$ cat config.mk
export PLATFORM = sky130hd
export DESIGN_NAME = pc_fetch_unit
export DESIGN_NICKNAME = d
export VERILOG_FILES = /design/src/rtl/pc_fetch_unit_pkg.sv /design/src/rtl/pc_fetch_unit_wait_timer.sv /design/src/rtl/pc_fetch_unit.sv
export SDC_FILE = /design/constraint.sdc
export NUM_CORES = 1
export LEC_CHECK = 0
export CORE_ASPECT_RATIO = 1.1
export CORE_MARGIN = 10
export CORE_UTILIZATION = 40
export CTS_CLUSTER_DIAMETER = 40
export CTS_CLUSTER_SIZE = 10
export DETAILED_ROUTE_END_ITERATION = 8
export PLACE_DENSITY_LB_ADDON = 0.3
export SLEW_MARGIN = 20
export SYNTH_ARGS = -nofsm -noshare
export SYNTH_HDL_FRONTEND = slang
export SYNTH_HIERARCHICAL = 1
export SYNTH_SLANG_ARGS = --single-unit
$ cat constraint.sdc
create_clock -name clk -period 4.9 [get_ports clk]
set_input_delay 0.98 -clock clk [delete_from_list [all_inputs] [get_ports clk]]
set_output_delay 0.98 -clock clk [all_outputs]
set_load 0.01 [all_outputs]
$ cat src/rtl/pc_fetch_unit_pkg.sv
// rtl/pc_fetch_unit_pkg.sv - shared widths, reset address and fetch state encoding
package pc_fetch_unit_pkg;

   localparam int PC_W    = 30;
   localparam int INSTR_W = 32;

   // Word address 0x0C00 is byte address 0x0000_3000
   localparam logic [PC_W-1:0] DEFAULT_RESET_ADDR = 30'h0000_0C00;

   typedef enum logic [1:0] {
      ST_BOOT  = 2'd0,
      ST_FETCH = 2'd1,
      ST_HOLD  = 2'd2,
      ST_ERROR = 2'd3
   } fetch_state_t;

endpackage

$ cat src/rtl/pc_fetch_unit_wait_timer.sv
// rtl/pc_fetch_unit_wait_timer.sv - fetch_wait_timer: counts unacknowledged request cycles, flags timeout
module fetch_wait_timer #(
   parameter int MAX_WAIT = 15,
   parameter int WAIT_W   = 4
) (
   input  logic clk,
   input  logic rst_n,
   input  logic clear,
   input  logic enable,
   output logic timeout
);

   localparam logic [WAIT_W-1:0] LAST_WAIT = WAIT_W'(MAX_WAIT - 1);
   localparam logic [WAIT_W-1:0] CAP_WAIT  = WAIT_W'(MAX_WAIT);

   logic [WAIT_W-1:0] wait_cnt;

   // Count enabled cycles; parks at MAX_WAIT so it can never wrap back to zero
   always_ff @(posedge clk or negedge rst_n) begin
      if (!rst_n) begin
         wait_cnt <= '0;
      end else if (clear) begin
         wait_cnt <= '0;
      end else if (enable && (wait_cnt != CAP_WAIT)) begin
         wait_cnt <= wait_cnt + 1'b1;
      end
   end

   // The MAX_WAIT-th unacknowledged request cycle is the last one allowed
   assign timeout = enable && (wait_cnt == LAST_WAIT);

endmodule

$ cat src/rtl/pc_fetch_unit.sv
// rtl/pc_fetch_unit.sv - PC register and req/ack instruction fetch; optional FETCH_PERF_CNT_EN counters
module pc_fetch_unit
   import pc_fetch_unit_pkg::*;
#(
   parameter logic [PC_W-1:0] RESET_ADDR = DEFAULT_RESET_ADDR,
   parameter int              MAX_WAIT   = 15,
   parameter int              WAIT_W     = 4
) (
   input  logic               clk,
   input  logic               rst_n,
   input  logic [PC_W-1:0]    Next_I_Addr,
   input  logic               advance,
   input  logic               stall,
   output logic [PC_W-1:0]    PC_Addr,
   output logic               imem_req,
   output logic [PC_W-1:0]    imem_addr,
   input  logic               imem_ack,
   input  logic [INSTR_W-1:0] imem_rdata,
   output logic [INSTR_W-1:0] instr,
   output logic               instr_valid,
`ifdef FETCH_PERF_CNT_EN
   output logic [31:0]        perf_fetches,
   output logic [31:0]        perf_wait_cycles,
`endif
   output logic               fetch_err
);

   fetch_state_t      state;
   logic [PC_W-1:0]   pc;
   logic              wait_clear;
   logic              wait_enable;
   logic              wait_timeout;

   // Counter restarts on every completed fetch and while parked in HOLD
   assign wait_clear  = (state == ST_HOLD) || ((state == ST_FETCH) && imem_ack);
   assign wait_enable = (state == ST_FETCH) && !imem_ack;

   fetch_wait_timer #(
      .MAX_WAIT (MAX_WAIT),
      .WAIT_W   (WAIT_W)
   ) u_wait_timer (
      .clk     (clk),
      .rst_n   (rst_n),
      .clear   (wait_clear),
      .enable  (wait_enable),
      .timeout (wait_timeout)
   );

   // Fetch sequencer; every output is a register so the PC is stable all through HOLD
   always_ff @(posedge clk or negedge rst_n) begin
      if (!rst_n) begin
         state       <= ST_BOOT;
         pc          <= RESET_ADDR;
         instr       <= '0;
         instr_valid <= 1'b0;
         imem_req    <= 1'b0;
         fetch_err   <= 1'b0;
      end else begin
         case (state)
            ST_BOOT: begin
               state    <= ST_FETCH;
               imem_req <= 1'b1;
            end
            ST_FETCH: begin
               // An ack on the final allowed cycle still wins over the timeout
               if (imem_ack) begin
                  instr       <= imem_rdata;
                  instr_valid <= 1'b1;
                  imem_req    <= 1'b0;
                  state       <= ST_HOLD;
               end else if (wait_timeout) begin
                  fetch_err <= 1'b1;
                  imem_req  <= 1'b0;
                  state     <= ST_ERROR;
               end
            end
            ST_HOLD: begin
               if (advance && !stall) begin
                  pc          <= Next_I_Addr;
                  instr_valid <= 1'b0;
                  imem_req    <= 1'b1;
                  state       <= ST_FETCH;
               end
            end
            default: begin
               // ST_ERROR holds everything until the next reset
               state <= ST_ERROR;
            end
         endcase
      end
   end

   assign PC_Addr   = pc;
   assign imem_addr = pc;

`ifdef FETCH_PERF_CNT_EN
   // Saturating counts of completed fetches and of FETCH cycles spent waiting
   always_ff @(posedge clk or negedge rst_n) begin
      if (!rst_n) begin
         perf_fetches     <= '0;
         perf_wait_cycles <= '0;
      end else if (state == ST_FETCH) begin
         if (imem_ack) begin
            if (perf_fetches != 32'hFFFF_FFFF) begin
               perf_fetches <= perf_fetches + 32'd1;
            end
         end else if (perf_wait_cycles != 32'hFFFF_FFFF) begin
            perf_wait_cycles <= perf_wait_cycles + 32'd1;
         end
      end
   end
`endif

endmodule

After elaboration in Yosys (flattened, before gate mapping)
Index checks and enable logic that the tools add are counted.
Widths: inputs -> output; s select.
{ "totals": {"reg_bits": 71, "inputBits": 67, "output_inout_bits": 95, "elab_cells": 47} }
{ "classes": {"add_sub_neg": 1, "n_eq_ne": 7, "muxes": 13, "n_bitwise": 1, "n_reduce_logical": 18} }
{ "ops": {"columns": ["op", "n"], "rows": [
  ["$reduce_and 3->1", 3],
  ["$mux 4", 2],
  ["$mux 2", 3],
  ["$pmux 2 s3", 1],
  ["$reduce_and 2->1", 3],
  ["$logic_and 1x1->1", 5],
  ["$mux 1", 5],
  ["$add 4x1->4 const B", 1],
  ["$eq 4x4->1 const B", 1],
  ["$ne 4x4->1 const B", 1],
  ["$reduce_bool 2->1", 2],
  ["$ne 3x2->1 const B", 1],
  ["$pmux 1 s3", 1],
  ["$reduce_bool 3->1", 1],
  ["$eq 2x1->1 const B", 1],
  ["$eq 2x2->1 const B", 1],
  ["$logic_not 1->1", 2],
  ["$logic_not 2->1", 1],
  ["$ne 2x1->1 const B", 1],
  ["$ne 2x2->1 const B", 1],
  ["$pmux 1 s2", 1],
  ["$logic_or 1x1->1", 1],
  ["$not 1->1", 1]
]} }

Depth between registers and ports, before layout
Gate-level depths: netlist (run 1).
{ "depth": {"depth_word": 6, "mapped_depth": 6, "mapped_depth_nobuf": 6} }

Cells and area by module
Netlist (run 1), hierarchy kept.
{ "modules_own_cells": {"columns": ["module", "n_inst", "cells_per_inst", "area_each_um2", "seq_area_each_um2"], "rows": [
  ["pc_fetch_unit", 1, 183, 2937.8, 1679.1],
  ["fetch_wait_timer", 1, 23, 260.2, 100.1]
]} }

Worst setup path after synthesis (run 1)
Ideal clock, no wire load.
{ "synth_timing": {"path_kind": "input to register", "from": "input imem_ack", "to": "register u_wait_timer.wait_cnt[0]", "setup_time_ns": 0.125, "arrival_ns": 1.965, "required_ns": 4.775, "slack_ns": 2.810, "cell_stages": 4, "n_path_buf": 0, "cell_sequence": "nor3b_1 > inv_2 > a31oi_4 > mux2_4"} }
{ "synth_via": {"elab_chain_len": 4, "word_cells_on_any_way": 7, "classes_between": "mux: 1; reduce/logical: 6"} }
{ "synth_rtl": {"columns": ["element", "line_no", "text"], "rows": [
  ["start, declared", "pc_fetch_unit.sv:17", "input logic imem_ack,"],
  ["$logic_not 1->1", "pc_fetch_unit.sv:36", "assign wait_enable = (state == ST_FETCH) && !imem_ack;"],
  ["$logic_and 1x1->1", "pc_fetch_unit.sv:36", null],
  ["$logic_and 1x1->1", "pc_fetch_unit_wait_timer.sv:24", "end else if (enable && (wait_cnt != CAP_WAIT)) begin"],
  ["$reduce_bool 2->1 (no source line)", null, null],
  ["end signal, assigned", "pc_fetch_unit_wait_timer.sv:25", "wait_cnt <= wait_cnt + 1'b1;"],
  ["end, declared", "pc_fetch_unit_wait_timer.sv:16", "logic [WAIT_W-1:0] wait_cnt;"]
]} }
Parallel ways exist; a longest one is shown, timed or not.
A chain may end at the register's enable or synchronous reset.

Worst setup path after layout (run 1)
{ "layout_timing": {"from": "input advance", "to": "register pc[29], in the netlist PC_Addr[29]"} }
{ "layout_via": {"elab_chain_len": 2} }
{ "layout_rtl": {"columns": ["element", "line_no", "text"], "rows": [
  ["start, declared", "pc_fetch_unit.sv:12", "input logic advance,"],
  ["$logic_and 1x1->1", "pc_fetch_unit.sv:78", "if (advance && !stall) begin"],
  ["$reduce_and 2->1 (no source line)", null, null],
  ["end signal, assigned", "pc_fetch_unit.sv:79", "pc <= Next_I_Addr;"],
  ["end, declared", "pc_fetch_unit.sv:29", "logic [PC_W-1:0] pc;"]
]} }
Every way passes these cells.

==> impl_metrics.env, run 1 <==
export IMPL_synth_top_cell_area_share_pct=54.0
export IMPL_syn_cell_area_sq_um=3200
export IMPL_hold_class="flop to flop"
export IMPL_ir_worst_vdd_mv=0.236
export IMPL_powerDensity_nw_per_um2=606
export IMPL_die_w_um=105
export IMPL_ant_nets=0
export IMPL_p_int_mw=2.12
export IMPL_synth_area_leader_cell="dfrtp_1"
export IMPL_grt_ovfl_total=0
export IMPL_path_max_fanout=18
export IMPL_rows=34
export IMPL_placement_io_buffers=161
export IMPL_synth_cell_types=32
export IMPL_p_total_mw=2.97
export IMPL_cap_violations=0
export IMPL_swShare_pct=28.7
export IMPL_synth_nets=275
export IMPL_grt_pass1_vias=2192
export IMPL_antenna_cells=0
export IMPL_synthArstFlopShare_pct=100
export IMPL_met1_usage_pct=16.4
export IMPL_cp_start_kind="input pin"
export IMPL_worst_ep_required_time_ns=5.12
export IMPL_clkLatencyLatePin_ns=0.34
export IMPL_slew_viol_final=0
export IMPL_dr_pass1_iters=4
export IMPL_dp_hpwl_um=6420
export IMPL_cp_arrival_ns=2.84
export IMPL_start_util_pct=40.6
export IMPL_finalCritPeriodShare_pct=53.5
export IMPL_pwr_share_comb_pct=46.4
export IMPL_syn_avg_cell_area_sq_um=15.5
export IMPL_clkSlewWorstSetupHoldPaths_ns=0.07
export IMPL_grt_total_usage_pct=13.7
export IMPL_yosysWarnings=6
export IMPL_use_met2_pct=21.0
export IMPL_ys_seq_area_share_pct=55.6
export IMPL_fp_dieH_um=114
export IMPL_grt_busiest_layer="met2"
export IMPL_routedWlPerCell_um=18.3
export IMPL_final_util_pct=62.3
export IMPL_ys_ff_latch=71
export IMPL_synth_top_cells_by_area="dfrtp_1 54%, mux2_4 15%, mux2_2 11%"
export IMPL_vias=2110
export IMPL_ctsRootBufferMaster="clkbuf_8"
export IMPL_cts_hold_buf=0
export IMPL_status="complete, no violations"
export IMPL_htreeDepth=3
export IMPL_antenna_found_initial=0
export IMPL_end_kind="flop"
export IMPL_grt_use_met3_pct=7.05
export IMPL_clock_sinks=71
export IMPL_drc=0
export IMPL_synthToLayoutAreaGrowth_pct=53.4
export IMPL_io_pins=162
export IMPL_path_class="input pin to flop"
export IMPL_synth_common_cells="69 x dfrtp_1, 33 x mux2_4, 31 x mux2_2, 30 x buf_4"
export IMPL_viasPerCell=4.64
export IMPL_cts_buffers=9
export IMPL_power_switching_uw=853
export IMPL_leakage_nw=2.12
export IMPL_clockPowerShare_pct=19.2
export IMPL_worst_slew_pin_slew_ns=0.913
export IMPL_synth_edff_count=0
export IMPL_routed_wl_um=8340
export IMPL_skew_ns=0.00763
export IMPL_first_iter_violations=70
export IMPL_nNetsFinal=412
export IMPL_synthCells=206
export IMPL_max_slew_margin_pct=39.1
export IMPL_rsz0062_at_grt="false"
export IMPL_fmax_mhz=382
export IMPL_fin_setup_tns_ns=0
export IMPL_grt_max_degree=72
export IMPL_grt_pass1_wl_um=12900
export IMPL_synthFlopType="dfrtp_1"
export IMPL_coreArea_sq_um=7870
export IMPL_post_cts_setup_buffers=0
export IMPL_die_area_sq_um=12000
export IMPL_cts_tree="yes"
export IMPL_period_minus_slack_ns=2.62
export IMPL_cts_buffer_depth=2
export IMPL_finalHoldViolCount=0
export IMPL_cts_resized=0
export IMPL_layout_drive_gt1_share_pct=26.8
export IMPL_finalSetupViolCount=0
export IMPL_power_frac_seq_pct=34.4
export IMPL_routabilityCongestion=0.734
export IMPL_yosysMostFrequentCell="dfrtp_1"
## power by group through the flow
stage	Clock [mW]	Combinational, mW	Sequential [mW]
2_1_floorplan	0	0.537	1.14
5_1_grt	0.611	1.46	1.06
4_1_cts	0.586	1.41	1.03
3_3_place_gp	0	1.38	1.02
6_report	0.571	1.38	1.02
3_5_place_dp	0	1.40	1.04
## cell usage in the layout, fill, tap and decap left out, types with 2 or more instances in the layout
| cell type | count |
|---|---|
| nand2_1 | 2 |
| dfstp_2 | 2 |
| mux2_4 | 33 |
| nor2_1 | 4 |
| mux2_2 | 31 |
| bufinv_16 | 3 |
| dfrtp_1 | 69 |
| ha_1 | 2 |
| inv_1 | 4 |
| clkbuf_8 | 10 |
| o21ai_0 | 4 |
| clkdlybuf4s50_1 | 160 |
## kinds of logic after synthesis
group / Yosys count / share of synthesized area [%]
mux: 64 / 26.4
simple gates: 18 / 4.50
buf+inv: 41 / 10.3
flops: 71 / 55.6
compound gates: 10 / 2.43
fa+ha+maj: 2 / 0.782
## worst max-delay path, cell delays in order
cell and delay, ns:
clkdlybuf4s50_1 0.48, or2b_4 0.29, nor2_4 0.48, buf_16 0.25, mux2_2 0.34
## area by class of cell
class | count | area (sq um)
inverter | 5 | 18.8
timing repair buffer | 162 | 1640
tap | 108 | 135
fill | 611 | 2970
clock buffer | 10 | 138
multi-input combinational | 94 | 1090
clock inverter | 5 | 106
sequential | 71 | 1780
## metrics by stage
step	worst slack, ns	cell area (sq um)	instances	hold WS, ns
6_report	2.28	4900	455	0.462
5_1_grt	2.22	4900	455	0.511
4_1_cts	2.28	4900	455	0.472
3_5_place_dp	1.93	4660	440	0.447
3_3_place_gp	1.70	4630	439	0.450
2_1_floorplan	2.81	3200	206	0.493
## registers in the layout (all words and copies together) (netlist names)
name / count
instr: 32
PC_Addr: 30
u_wait_timer/wait_cnt: 4
state: 2
fetch_err: 1
imem_req: 1
instr_valid: 1
## final timing paths
| check | startpoint | to | slack, ns | depth (start not counted) |
|---|---|---|---|---|
| hold reg to reg | fetch_err$_DFFE_PN0P_ | fetch_err$_DFFE_PN0P_ | 0.46 | 1 |
| max in group asynchronous | rst_n | instr[2]$_DFFE_PN0P_ | 3.54 | 1 |
| min in group asynchronous | rst_n | PC_Addr[18]$_DFFE_PN0P_ | 0.76 | 1 |
| hold / removal | fetch_err$_DFFE_PN0P_ | fetch_err$_DFFE_PN0P_ | 0.46 | 1 |
| setup reg to reg | state[0]$_DFFE_PN0P_ | PC_Addr[29]$_DFFE_PN0P_ | 3.03 | 4 |
| setup / recovery | advance | PC_Addr[29]$_DFFE_PN0P_ | 2.28 | 5 |
## per-layer routing
metal | vias to the layer above | wire [um]
li1 | 957 | -
met1 | 1035 | 3360
met2 | 107 | 3860
met3 | 11 | 1000
met4 | 0 | 112
met5 | - | 0
No activity file was read; power rests on OpenSTA's default activity.
==> inputs of run 2 (changes only) <==
clock period = 2.6 ns   (was 4.9 ns; I/O delays follow)
==> run 2 against run 1 <==
Effect of this change: clock skew barely moved; total power increased by 85%; worst setup slack worse by 1.6 ns; global-route usage increased by 0.11 points; combinational power grew 88%; final cell count up 0.66%; clock-buffer cell count rose by 1; wire length increased by 0.60%; clock power grew 71%; design area barely moved; critical path depth shrank 4; largest power group unchanged.
==> impl_metrics.env, run 2 (synthesis gave the netlist of run 1 again) <==
export IMPL_path_class="flop to primary output"
export IMPL_cts_tree="yes"
export IMPL_fillers=618
export IMPL_end_kind="primary output"
export IMPL_power_switching_mw=1.60
export IMPL_ir_worst_vdd_mv=0.433
export IMPL_finalCritPeriodShare_pct=74.8
export IMPL_grt_ovfl_total=0
export IMPL_placement_io_buffers=161
export IMPL_max_slew_margin_pct=39.8
export IMPL_fmax_mhz=514
export IMPL_period_minus_slack_ns=1.94
export IMPL_dr_pass1_iters=4
export IMPL_routed_wl_um=8390
export IMPL_clock_sinks=71
export IMPL_layout_drive_gt1_share_pct=27.1
export IMPL_dp_hpwl_um=6540
export IMPL_rsz0062_at_grt="false"
export IMPL_critPathMaxStageDelay_ns=0.54
export IMPL_top_register="instr"
export IMPL_synthToLayoutAreaGrowth_pct=53.3
export IMPL_status="complete, no violations"
export IMPL_antenna_cells=0
export IMPL_cts_hold_buf=0
export IMPL_cp_arrival_ns=1.42
export IMPL_post_cts_setup_buffers=0
export IMPL_layout_common_cells="160 x clkdlybuf4s50_1, 69 x dfrtp_1, 33 x mux2_4"
export IMPL_cts_buffers=9
export IMPL_vias=2088
export IMPL_antenna_found_initial=0
export IMPL_leakage_nw=2.12
export IMPL_cts_resized=0
export IMPL_power_frac_seq_pct=35.1
export IMPL_fin_setup_tns_ns=0
export IMPL_nNetsFinal=414
export IMPL_pwr_share_comb_pct=47.1
export IMPL_path_max_fanout=3
export IMPL_fp_dieH_um=114
export IMPL_finalSetupViolCount=0
export IMPL_viasPerCell=4.56
export IMPL_cp_start_kind="flop"
export IMPL_clkLatencyLatePin_ns=0.34
export IMPL_grt_total_usage_pct=13.8
export IMPL_powerDensity_nw_per_um2=1120
export IMPL_finalHoldViolCount=0
export IMPL_die_area_sq_um=12000
export IMPL_crit_family="flip-flops"
export IMPL_io_pins=162
export IMPL_hold_worst_slack_ns=0.278
export IMPL_ctsRootBufferMaster="clkbuf_8"
export IMPL_multi_input_area_sq_um=1090
export IMPL_clkSlewWorstSetupHoldPaths_ns=0.08
export IMPL_ant_nets=0
export IMPL_coreArea_sq_um=7870
export IMPL_worst_ep_required_time_ns=2.08
export IMPL_seq_area_sq_um=1780
export IMPL_routedWlPerCell_um=18.3
export IMPL_first_iter_violations=23
export IMPL_hold_class="input pin to asynchronous set/reset pin"
export IMPL_final_common_cell="clkdlybuf4s50_1"
export IMPL_worst_path_buf_inv=1
export IMPL_cpMaxStageDelayCell="dfstp_2"
export IMPL_htreeDepth=3
export IMPL_grt_max_degree=72
export IMPL_largest_reg_flops=32
export IMPL_clockPowerShare_pct=17.8
export IMPL_drc=0
export IMPL_rows=34
export IMPL_grt_pass1_vias=2325
export IMPL_skew_ns=0.00762
export IMPL_worst_slew_pin_slew_ns=0.903
export IMPL_start_util_pct=40.6
export IMPL_grt_pass1_wl_um=13000
export IMPL_routabilityCongestion=0.695
export IMPL_die_w_um=105
export IMPL_swShare_pct=29.1
export IMPL_slew_viol_final=0
export IMPL_p_int_mw=3.90
export IMPL_cts_buffer_depth=2
export IMPL_cap_violations=0
export IMPL_path_cells="clkdlybuf4s50_1"
[run 2: per-layer routing]
metal  up-vias  track usage, %  wire length [um]
li1        957               -                 -
met5         -               0                 0
met2       104            21.4              3910
met1      1019            16.1              3440
met3         8            6.60               920
met4         0            6.04               124
[run 2: worst reg2reg max path: cells and delay by family, from the launching register on]
family                 cells  cell delay [ns]
muxes                      1             0.38
buffers and inverters      1             0.25
DFF                        1             0.46
and+or+nand+nor            2             0.32
[run 2: through the flow]
stage / instance area (sq um) / power, mW / util [%] / setup WS (ns) / instances
global route: 4900 / 5.82 / 62.3 / 0.600 / 458
floorplan: 3200 / 3.15 / - / 0.970 / 206
global placement: 4680 / 4.53 / 59.5 / 0.497 / 442
detailed placement: 4680 / 4.61 / 59.5 / 0.460 / 442
finish: 4900 / 5.51 / 62.3 / 0.655 / 458
CTS: 4900 / 5.62 / 62.3 / 0.631 / 458
[run 2: path summary, 6_finish.rpt]
kind                                         start                       to  slack (ns)  cells after the start
max in group asynchronous                    rst_n    instr[26]$_DFFE_PN0P_        1.71                      1
setup reg to reg              state[0]$_DFFE_PN0P_  PC_Addr[29]$_DFFE_PN0P_        1.08                      4
min in group clk             fetch_err$_DFFE_PN0P_    fetch_err$_DFFE_PN0P_        0.46                      1
setup / recovery           PC_Addr[11]$_DFFE_PN1P_              PC_Addr[11]        0.66                      1
hold reg to reg              fetch_err$_DFFE_PN0P_    fetch_err$_DFFE_PN0P_        0.46                      1
hold / removal                               rst_n  PC_Addr[18]$_DFFE_PN0P_        0.28                      1
[run 2: final cells by class]
cell class | count | share of cell area (%)
clock buffer | 11 | 2.88
clock inverter | 5 | 1.66
inverter | 5 | 0.383
multi-input combinational | 94 | 22.3
sequential | 71 | 36.3
tap | 108 | 2.76
timing repair buffer | 164 | 33.8
[run 2: power by group through the flow]
| stage | clock network [mW] | logic (mW) | registers [mW] |
|---|---|---|---|
| 3_5_place_dp | 0 | 2.65 | 1.96 |
| 2_1_floorplan | 0 | 1.01 | 2.14 |
| 6_report | 0.978 | 2.60 | 1.93 |
| 5_1_grt | 1.06 | 2.75 | 2.01 |
| 3_3_place_gp | 0 | 2.60 | 1.93 |
| 4_1_cts | 1.02 | 2.66 | 1.94 |
==> inputs of run 3 (changes only) <==
clock period = 2.04 ns   (was 2.6 ns; I/O delays follow)
==> run 3 against run 2 <==
Effect of this change: final cell count is 1.3% higher; register-to-register slack worse by 0.54 ns; clock-buffer cell count stayed put; worst setup slack worse by 0.45 ns; largest power group unchanged.
==> impl_metrics.env, run 3 (synthesis gave the netlist of run 1 again) <==
export IMPL_fillers=613
export IMPL_fmax_mhz=546
export IMPL_worst_slew_pin_slew_ns=0.509
export IMPL_grt_use_met3_pct=6.49
export IMPL_path_max_fanout=3
export IMPL_critPathMaxStageDelay_ns=0.55
export IMPL_ir_worst_vdd_mv=0.567
export IMPL_end_kind="primary output"
export IMPL_grt_ovfl_total=0
export IMPL_fp_dieH_um=114
export IMPL_cpMaxStageDelayCell="dfstp_2"
export IMPL_finalSetupViolCount=0
export IMPL_p_int_mw=4.82
export IMPL_clkSlewWorstSetupHoldPaths_ns=0.08
export IMPL_dr_pass1_iters=4
export IMPL_power_switching_mw=2.01
export IMPL_coreArea_sq_um=7870
export IMPL_placement_io_buffers=161
export IMPL_largest_reg_flops=32
export IMPL_finalCritPeriodShare_pct=89.7
export IMPL_use_met2_pct=22.3
export IMPL_met1_usage_pct=15.6
export IMPL_cts_buffer_depth=2
export IMPL_powerDensity_nw_per_um2=1390
export IMPL_post_route_worst_setup_slack_ns=0.210
export IMPL_worst_ep_required_time_ns=1.63
export IMPL_status="complete, no violations"
export IMPL_slew_viol_final=0
export IMPL_die_w_um=105
export IMPL_nNetsFinal=420
export IMPL_multi_input_area_sq_um=1090
export IMPL_layout_common_cells="160 x clkdlybuf4s50_1, 69 x dfrtp_1, 33 x mux2_4"
export IMPL_cts_buffers=9
export IMPL_final_common_cell="clkdlybuf4s50_1"
export IMPL_cts_tree="yes"
export IMPL_dpl_worst_slack_ns=0.0727
export IMPL_swShare_pct=29.4
export IMPL_skew_ns=0.00641
export IMPL_hold_class="input pin to asynchronous set/reset pin"
export IMPL_ctsRootBufferMaster="clkbuf_8"
export IMPL_antenna_found_initial=0
export IMPL_pwr_share_comb_pct=48.7
export IMPL_worst_path_buf_inv=1
export IMPL_htreeDepth=3
export IMPL_cp_arrival_ns=1.42
export IMPL_path_class="flop to primary output"
export IMPL_leakage_nw=2.14
export IMPL_path_cells="clkdlybuf4s50_1"
export IMPL_routabilityCongestion=0.690
export IMPL_ant_nets=0
export IMPL_first_iter_violations=59
export IMPL_grt_total_usage_pct=13.8
export IMPL_synthToLayoutAreaGrowth_pct=53.4
export IMPL_seq_area_sq_um=1780
export IMPL_clock_sinks=71
export IMPL_rows=34
export IMPL_clockPowerShare_pct=15.3
export IMPL_grt_max_degree=42
export IMPL_rsz0062_at_grt="false"
export IMPL_cts_resized=0
export IMPL_max_slew_margin_pct=66.0
export IMPL_layout_drive_gt1_share_pct=28.1
export IMPL_die_area_sq_um=12000
export IMPL_grt_pass1_wl_um=13000
export IMPL_viasPerCell=4.54
export IMPL_r2r_setup_slack_ns=0.54
export IMPL_hold_worst_slack_ns=0.0483
export IMPL_crit_family="flip-flops"
export IMPL_start_util_pct=40.6
export IMPL_cap_violations=0
export IMPL_period_minus_slack_ns=1.83
export IMPL_drc=0
export IMPL_antenna_cells=0
export IMPL_top_register="instr"
export IMPL_routedWlPerCell_um=18.2
export IMPL_post_cts_setup_buffers=0
export IMPL_cp_start_kind="flop"
export IMPL_io_pins=162
export IMPL_power_frac_seq_pct=36.1
export IMPL_grt_busiest_layer="met2"
export IMPL_dp_hpwl_um=6800
export IMPL_routed_wl_um=8450
export IMPL_vias=2105
export IMPL_fin_setup_tns_ns=0
export IMPL_grt_pass1_vias=2291
export IMPL_clkLatencyLatePin_ns=0.33
export IMPL_final_util_pct=62.4
export IMPL_cts_hold_buf=0
export IMPL_finalHoldViolCount=0
export IMPL_p_total_mw=6.83
[run 3: changes by cell type in the layout (fill, tap and decap cells not counted), sizes merged]
| cell | delta |
|---|---|
| clkinv | +2 |
| clkinvlp | -1 |
| buf | +6 |
| bufinv | -1 |
[run 3: power groups by stage]
stage | Combinational, mW | Sequential (mW) | Clock (mW)
after floorplan | 1.29 | 2.73 | 0
after global placement | 3.32 | 2.46 | 0
after detailed placement | 3.38 | 2.50 | 0
after CTS | 3.40 | 2.47 | 1.09
after global routing | 3.52 | 2.56 | 1.13
final | 3.32 | 2.46 | 1.04
[run 3: layout make-up]
class / count / share of cell area [%]
timing repair buffer: 170 / 34.7
inverter: 5 / 0.382
tap: 108 / 2.75
clock buffer: 11 / 2.68
sequential: 71 / 36.3
clock inverter: 5 / 1.02
multi-input combinational: 94 / 22.2
[run 3: per-stage QoR]
step           cells  cell area (sq um)
2_1_floorplan    206               3200
3_3_place_gp     448               4730
3_5_place_dp     448               4730
4_1_cts          464               4910
5_1_grt          464               4910
6_report         464               4910
[run 3: per-layer routing]
layer | vias to the layer above | share of wire [%]
met5 | - | 0
li1 | 966 | -
met4 | 0 | 0.88
met2 | 100 | 48
met3 | 7 | 11
met1 | 1032 | 40
[run 3: path summary, 6_finish.rpt]
path | start | end | cells past startpoint
max | PC_Addr[11]$_DFFE_PN1P_ | PC_Addr[11] | 1
min | rst_n | instr[24]$_DFFE_PN0P_ | 1
max reg2reg | state[1]$_DFFE_PN0P_ | imem_req$_DFFE_PN0P_ | 6
min reg2reg | fetch_err$_DFFE_PN0P_ | fetch_err$_DFFE_PN0P_ | 1
max in group asynchronous | rst_n | PC_Addr[5]$_DFFE_PN0P_ | 2
min in group clk | fetch_err$_DFFE_PN0P_ | fetch_err$_DFFE_PN0P_ | 1
